[src/rtl/pool_rd_stream.sv]
// pool_rd_stream: reads one frame of layer-1 words from memory and streams
// them out through a 2-entry FIFO with valid/ready handshake, accumulating
// sum, maximum value and the address of the first maximum on accepted words.
module pool_rd_stream #(
    parameter int N_WORDS = 1024,
    parameter int DW      = 13
) (
    input  logic          clk,
    input  logic          reset,
    input  logic          start,
    output logic          busy,
    output logic          csel,
    output logic          crd,
    output logic [11:0]   caddr_rd,
    input  logic [DW-1:0] cdata_rd,
    output logic          o_valid,
    input  logic          o_ready,
    output logic [DW-1:0] o_data,
    output logic          o_last,
    output logic          done,
    output logic [DW-1:0] max_val,
    output logic [9:0]    max_idx,
    output logic [DW+9:0] sum
);

    localparam logic [9:0] LAST_ADDR = 10'(N_WORDS - 1);

    typedef enum logic [1:0] {IDLE, READ, DRAIN, DONE} state_t;

    state_t        state;
    state_t        state_nxt;

    logic [9:0]    ptr;
    logic [DW-1:0] fifo_data [2];
    logic [9:0]    fifo_tag  [2];
    logic          wr_sel;
    logic          rd_sel;
    logic [1:0]    fifo_cnt;
    logic          push;
    logic          pop;
    logic          head_last;
    logic          frame_go;

    // A start is only honoured from IDLE; pulses in any other state are dropped.
    assign frame_go  = (state == IDLE) && start;

    // Stream side: the FIFO head is presented whenever anything is buffered.
    // Data and last are forced to zero while empty so no stale word is visible.
    assign o_valid   = (fifo_cnt != 2'd0);
    assign pop       = o_valid && o_ready;
    assign head_last = o_valid && (fifo_tag[rd_sel] == LAST_ADDR);
    assign o_data    = o_valid ? fifo_data[rd_sel] : '0;
    assign o_last    = head_last;

    // Every issued read lands in the FIFO at the following edge.
    assign push      = crd;

    // Next-state and control outputs; reads are throttled so the FIFO never overflows.
    always_comb begin
        state_nxt = state;
        busy      = 1'b1;
        csel      = 1'b1;
        crd       = 1'b0;
        caddr_rd  = '0;
        done      = 1'b0;
        case (state)
            IDLE: begin
                busy = 1'b0;
                csel = 1'b0;
                if (start) begin
                    state_nxt = READ;
                end
            end
            READ: begin
                caddr_rd = {2'b00, ptr};
                // A read is safe when a slot is free now or is freed by this cycle's pop.
                crd      = (fifo_cnt != 2'd2) || pop;
                if (crd && (ptr == LAST_ADDR)) begin
                    state_nxt = DRAIN;
                end
            end
            DRAIN: begin
                if (pop && head_last) begin
                    state_nxt = DONE;
                end
            end
            DONE: begin
                done      = 1'b1;
                state_nxt = IDLE;
            end
            default: begin
                state_nxt = IDLE;
            end
        endcase
    end

    // State register; reset aborts any frame in progress.
    always_ff @(posedge clk) begin
        if (!reset) begin
            state <= IDLE;
        end else begin
            state <= state_nxt;
        end
    end

    // Read pointer: restarts at each accepted start and parks on the last address.
    always_ff @(posedge clk) begin
        if (!reset) begin
            ptr <= '0;
        end else if (frame_go) begin
            ptr <= '0;
        end else if (push && (ptr != LAST_ADDR)) begin
            ptr <= ptr + 10'd1;
        end
    end

    // FIFO occupancy and slot pointers; push and pop in the same cycle keep the count.
    always_ff @(posedge clk) begin
        if (!reset) begin
            fifo_cnt <= 2'd0;
            wr_sel   <= 1'b0;
            rd_sel   <= 1'b0;
        end else begin
            if (push) begin
                wr_sel <= ~wr_sel;
            end
            if (pop) begin
                rd_sel <= ~rd_sel;
            end
            case ({push, pop})
                2'b10:   fifo_cnt <= fifo_cnt + 2'd1;
                2'b01:   fifo_cnt <= fifo_cnt - 2'd1;
                default: fifo_cnt <= fifo_cnt;
            endcase
        end
    end

    // FIFO storage: each word is tagged with the address it was read from.
    always_ff @(posedge clk) begin
        if (push) begin
            fifo_data[wr_sel] <= cdata_rd;
            fifo_tag[wr_sel]  <= ptr;
        end
    end

    // Frame statistics over accepted words; strict compare keeps the earliest maximum.
    always_ff @(posedge clk) begin
        if (!reset) begin
            max_val <= '0;
            max_idx <= '0;
            sum     <= '0;
        end else if (frame_go) begin
            max_val <= '0;
            max_idx <= '0;
            sum     <= '0;
        end else if (pop) begin
            sum <= sum + {10'b0, o_data};
            if (o_data > max_val) begin
                max_val <= o_data;
                max_idx <= fifo_tag[rd_sel];
            end
        end
    end

endmodule
[config.mk]
export PLATFORM = sky130hd
export DESIGN_NAME = pool_rd_stream
export DESIGN_NICKNAME = d
export VERILOG_FILES = /design/src/rtl/pool_rd_stream.sv
export SDC_FILE = /design/constraint.sdc
export NUM_CORES = 1
export LEC_CHECK = 0
export ABC_CLOCK_PERIOD_IN_PS = 5000
export BUFFER_PORTS_ARGS = -buffer_cell sky130_fd_sc_hd__buf_4
export CORE_MARGIN = 1.5
export CORE_UTILIZATION = 47
export CTS_CLUSTER_SIZE = 8
export DETAILED_ROUTE_END_ITERATION = 8
export PLACE_DENSITY = 0.69
export SLEW_MARGIN = 10
export SYNTH_ARGS = -nofsm -noshare
export SYNTH_HDL_FRONTEND = slang
export SYNTH_SLANG_ARGS = --single-unit
[constraint.sdc]
create_clock -name clk -period 5 [get_ports clk]
set_input_delay 1 -clock clk [delete_from_list [all_inputs] [get_ports clk]]
set_output_delay 1 -clock clk [all_outputs]
set_load 0.01 [all_outputs]
==> results of run 1 <==
[metrics by stage]
stage	hold slack (ns)	cell area [µm²]	std cells	total power, µW
floorplan	0.463	5470	548	1960
global placement	0.467	6260	760	2300
detailed placement	0.479	6260	760	2330
CTS	0.489	6550	776	3040
global route	0.513	6550	776	3210
finish	0.481	6550	776	3020
[routing by layer]
metal  wire (µm)  global-route usage
met1        5300               0.249
met4         240              0.0812
met2        6560               0.375
met3         542              0.0476
met5           0                   0
[power breakdown]
part,internal [µW],leakage [µW],switching [µW]
Combinational,443,0.00157,698
Sequential,1080,0.000938,89.4
Clock,352,0.000147,355
Total,1880,0.00266,1140
[worst max-delay path, cell delays in order, from the launching register on]
cell and delay (ns):
dfxtp_1 0.90, buf_4 0.35, mux2i_1 0.14, or3_1 0.38
nor3_1 0.31, buf_4 0.20
[path summary, 6_finish.rpt]
kind / to / startpoint
max reg2reg: sum[14] / flop
min: sum[16] / sum[16]
max: o_last / flop
min reg2reg: sum[16] / sum[16]
[Yosys cell counts, types with 8 or more instances]
library cell,count
dfxtp_1,63
nor2_1,49
nand3_1,35
edfxtp_1,46
o31ai_1,15
clkbuf_1,15
nand2_1,48
o21ai_0,19
a21oi_1,30
a21o_1,11
xnor2_1,8
and2_1,19
mux2i_1,29
buf_2,8
nand2b_1,10
ha_1,33
inv_1,25
[cell families after synthesis]
group	after synthesis	synth area share
flops	109	0.484
other cells	1	0.000686
xor+xnor	13	0.0208
mux	30	0.0552
simple gates	197	0.175
buf+inv	54	0.0430
compound gates	109	0.142
fa+ha+maj	34	0.0792
[state kept, by name, summed over array words and instances, names as in the netlist, 2 cells and up, named ones only]
register,cells
fifo_data,26
sum,23
max_val,13
state,2
max_idx,10
fifo_cnt,2
ptr,10
fifo_tag,20
[area by class of cell]
type / instances / share of cell area
sequential: 109 / 0.404
multi-input combinational: 385 / 0.396
clock inverter: 7 / 0.00975
clock buffer: 9 / 0.0344
inverter: 25 / 0.0143
timing repair buffer: 98 / 0.114
tap: 143 / 0.0273
==> impl_metrics.ini, run 1 <==
[min_path]
holdPathStages = 2
worstHoldPathType = flop to flop

[synth]
synthFlopType = dfxtp_1
avgSynthCellArea_um2 = 9.99
yosysSeqAreaShare = 0.484
ys_top_cells_by_area = edfxtp_1 (25%), dfxtp_1 (23%), ha_1 (7.6%)
synth_cell_types = 54
synth_edf_count = 46
synthArstFlopShare = 0
ys_ff_latch = 109
synth_top_area_cell = edfxtp_1
yosys_warnings = 0
synthCells = 547
syn-cell-area_mm2 = 0.00547
synth_top_area_share = 0.253

[cells_and_area]
final_cell_mix = buf_4 (97), dfxtp_1 (63), nor2_1 (48), nand2_1 (48), edfxtp_1 (46)
fin_util = 0.576
n_antenna_cell = 0
nFillCells = 973
multiInputGateArea_mm2 = 0.00259
regArea_mm2 = 0.00264
final_nets = 679
drive_gt1_frac = 0.196
final_common_cell = buf_4
area_growth_pct = 19.8

[clocking]
clock_latency_ns = 0.36
cts-root-buf = clkbuf_16
cts.repair.resized = 0
cts_hold_buf = 0
post-cts-setup-buffer-count = 0
htreeDepth = 3
cts_buffers = 9
cts_tree = yes
clk_transition_reported_paths_ns = 0.07
cts_sinks = 109
clock_path_buffers = 2

[timing]
fmax_mhz = 274
fin_setup_tns_ns = 0
final_hold_viol_count = 0
max_slew_margin = 0.241
skew_ns = 0.00666
slew_violations = 0
post-route-period-util = 0.729
tightest_slew_ns = 1.14
layout_setup_ws_ns = 1.35
rsz0062_at_grt = false
finalCriticalPeriod_ns = 3.65
setup_viol = 0

[worst_setup_path]
cp-start-kind = flop
crit_path_end_kind = output port
reg2reg_slack_ns = 1.47
worst_ep_required_time_ns = 4.00
crit_type = flop to output port
rr_worst_depth = 10
arrival_ns = 2.65
path_max_fanout = 14

[die]
die_y_um = 111
coreArea_mm2 = 0.0114
initial_core_util = 0.481
chipWidth_um = 111
dieArea_mm2 = 0.0123
rows = 39
pin_count = 94

[detailed_routing]
wire_per_inst_um = 16.3
avgViaCountPerCell = 5.48
vias = 4249
drt-pass1-iter-count = 4
drt-initial-drc-count = 142
drc = 0
final_antenna_net_count = 0
routed_wl_mm = 12.6

[global_routing]
grt_util_all_layers = 0.211
grt_overflow = 0
grt_pass1_vias = 4098
antenna_found_initial = 0
grt_max_degree = 37
grt_pass1_wl_mm = 20.4

[placement]
dp_hpwl_mm = 9.07
io_buffers = 91
place_ws_ns = 1.49
gp_congestion = 0.842

[job]
max_cap_viol_count = 0

[pwr]
ir_drop_mv = 0.270
power_density_mw_per_mm2 = 461
leakagePower_uw = 0.00266

[status]
status = completed
Note: power is estimated with default switching activity, not from simulation.
==> inputs of run 2 (changes only) <==
--- a/config.mk
+++ b/config.mk
@@ -5,13 +5,13 @@
 export SDC_FILE = /design/constraint.sdc
 export NUM_CORES = 1
 export LEC_CHECK = 0
-export ABC_CLOCK_PERIOD_IN_PS = 5000
+export ABC_CLOCK_PERIOD_IN_PS = 3250
 export BUFFER_PORTS_ARGS = -buffer_cell sky130_fd_sc_hd__buf_4
 export CORE_MARGIN = 1.5
 export CORE_UTILIZATION = 47
 export CTS_CLUSTER_SIZE = 8
 export DETAILED_ROUTE_END_ITERATION = 8
-export PLACE_DENSITY = 0.69
+export PLACE_DENSITY = 0.71
 export SLEW_MARGIN = 10
 export SYNTH_ARGS = -nofsm -noshare
 export SYNTH_HDL_FRONTEND = slang
==> constraint.sdc (replaced) <==
create_clock -name clk -period 3.25 [get_ports clk]
set_input_delay 0.65 -clock clk [delete_from_list [all_inputs] [get_ports clk]]
set_output_delay 0.65 -clock clk [all_outputs]
set_load 0.01 [all_outputs]
==> impl_metrics.ini, run 2 (synthesis results as in run 1) <==
[detailed_routing]
routed_wl_mm = 12.7
wire_per_inst_um = 16.3
avgViaCountPerCell = 5.44
drt-initial-drc-count = 200
vias = 4258
drc = 0
final_antenna_net_count = 0
drt-pass1-iter-count = 5

[global_routing]
grt_pass1_vias = 4050
antenna_found_initial = 0
grt_overflow = 0
grt_pass1_wl_mm = 20.5
grt_max_degree = 46
grt_util_all_layers = 0.211

[placement]
place_ws_ns = -0.0503
dp_hpwl_mm = 9.18
post_dp_cell_area_mm2 = 0.00631
gp_congestion = 0.844
io_buffers = 91

[clocking]
cts_tree = yes
htreeDepth = 3
clock_path_buffers = 2
cts-root-buf = clkbuf_16
post-cts-setup-buffer-count = 0
cts_sinks = 109
clk_transition_reported_paths_ns = 0.07
cts_buffers = 9
clock_latency_ns = 0.36

[cells_and_area]
final_cell_mix = buf_4 (104), dfxtp_1 (63), nand2_1 (48)
final_nets = 686
reg_top3 = fifo_data x26, sum x23, fifo_tag x20
area_growth_pct = 21.2
fin_area_mm2 = 0.00663
n_antenna_cell = 0
drive_gt1_frac = 0.206
largest-register = fifo_data
final_common_cell = buf_4
largest_register_ffs = 26
fin_util = 0.583

[worst_setup_path]
arrival_ns = 3.28
r2r-start = fifo_cnt[1]
crit_type = flop to flop
reg2reg_to = sum[14]
cpPeakStageDelay_ns = 0.47
crit_path_end_kind = flop
cp-start-kind = flop
rr_worst_depth = 10
reg2reg_slack_ns = 0.24
crit_chain = nor2_4 > nor2_1 > inv_1 > fa_1 > and2b_1 > o2111ai_1 > a21oi_1 > o21ai_2 > a2111o_1 > o21ai_0
worst_ep_required_time_ns = 3.53
worst_path_max_delay_cell = dfxtp_1
path_max_fanout = 15

[job]
max_cap_viol_count = 0

[pwr]
leakagePower_uw = 0.00270
power_density_mw_per_mm2 = 717
ir_drop_mv = 0.373

[timing]
tightest_slew_ns = 1.20
slew_violations = 0
whs_ns = 0.474
fin_setup_tns_ns = 0
rsz0062_at_grt = false
post-route-period-util = 0.925
fmax_mhz = 333
final_hold_viol_count = 0
skew_ns = 0.00688
setup_viol = 0
finalCriticalPeriod_ns = 3.01
max_slew_margin = 0.201
layout_setup_ws_ns = 0.243

[min_path]
worstHoldPathType = input port to flop
min-delay-start = cdata_rd[7]
worstHoldEndpoint = fifo_data[1][7]
holdPathStages = 1

[die]
rows = 39
pin_count = 94
dieArea_mm2 = 0.0123
coreArea_mm2 = 0.0114
die_y_um = 111
initial_core_util = 0.481
chipWidth_um = 111

[status]
status = completed
-- run 2: cell types whose count changed in the layout (fill, tap and decap cells not counted) --
cell and change:
clkinv_2 -1, inv_8 -2, nor2_1 -1, nor2_4 +1, buf_4 +7, bufinv_16 +1
inv_6 -1, clkinv_4 +3
-- run 2: area by class of cell --
type	count	area, µm²
inverters	25	93.8
flip-flops and latches	109	2640
multi-input cells	385	2600
clock inverters	7	83.8
fillers	984	4740
well taps	143	179
clock buffers	9	225
repair buffers	105	801
-- run 2: power by group --
part | switching [µW] | internal, µW | leakage, µW
sequential | 112 | 1660 | 0.000938
clock | 526 | 611 | 0.000153
combinational | 1120 | 716 | 0.00161
-- run 2: repair_timing --
item,4_1_cts,5_1_grt
hold buffers,0,0
endpoints found under the setup margin,18,5
gates resized for setup,1,1
-- run 2: layer usage --
| metal | vias to the layer above | wire (µm) | GRT usage |
|---|---|---|---|
| li1 | 2131 | - | - |
| met4 | 0 | 295 | 0.0923 |
| met5 | - | 0 | 0 |
| met1 | 2015 | 5410 | 0.258 |
| met3 | 20 | 511 | 0.0421 |
| met2 | 92 | 6530 | 0.363 |
-- run 2: worst max path at each step --
stage | to | from | slack [ns]
4_1_cts | sum[14] | fifo_cnt[1] | 0.23
6_report | sum[14] | fifo_cnt[1] | 0.24
3_5_place_dp | sum[16] | fifo_cnt[1] | -0.05
2_1_floorplan | sum[14] | flop | 0.32
3_3_place_gp | sum[11] | fifo_cnt[1] | 0.13
5_1_grt | sum[14] | fifo_cnt[1] | 0.008
-- run 2: critical path: cells and delay by family (launching register included) --
kind / cells / cell delay [ns]
and+or+nand+nor: 3 / 0.73
adders and majority gates: 1 / 0.44
DFF: 1 / 0.47
AOI/OAI and AO/OA: 5 / 1.17
buffers and inverters: 1 / 0.12
-- run 2: metrics by stage --
stage	std cells	total power, µW
final	783	4750
after global routing	783	5020
after CTS	783	4780
after detailed placement	767	3640
after global placement	767	3580
after floorplan	548	3020
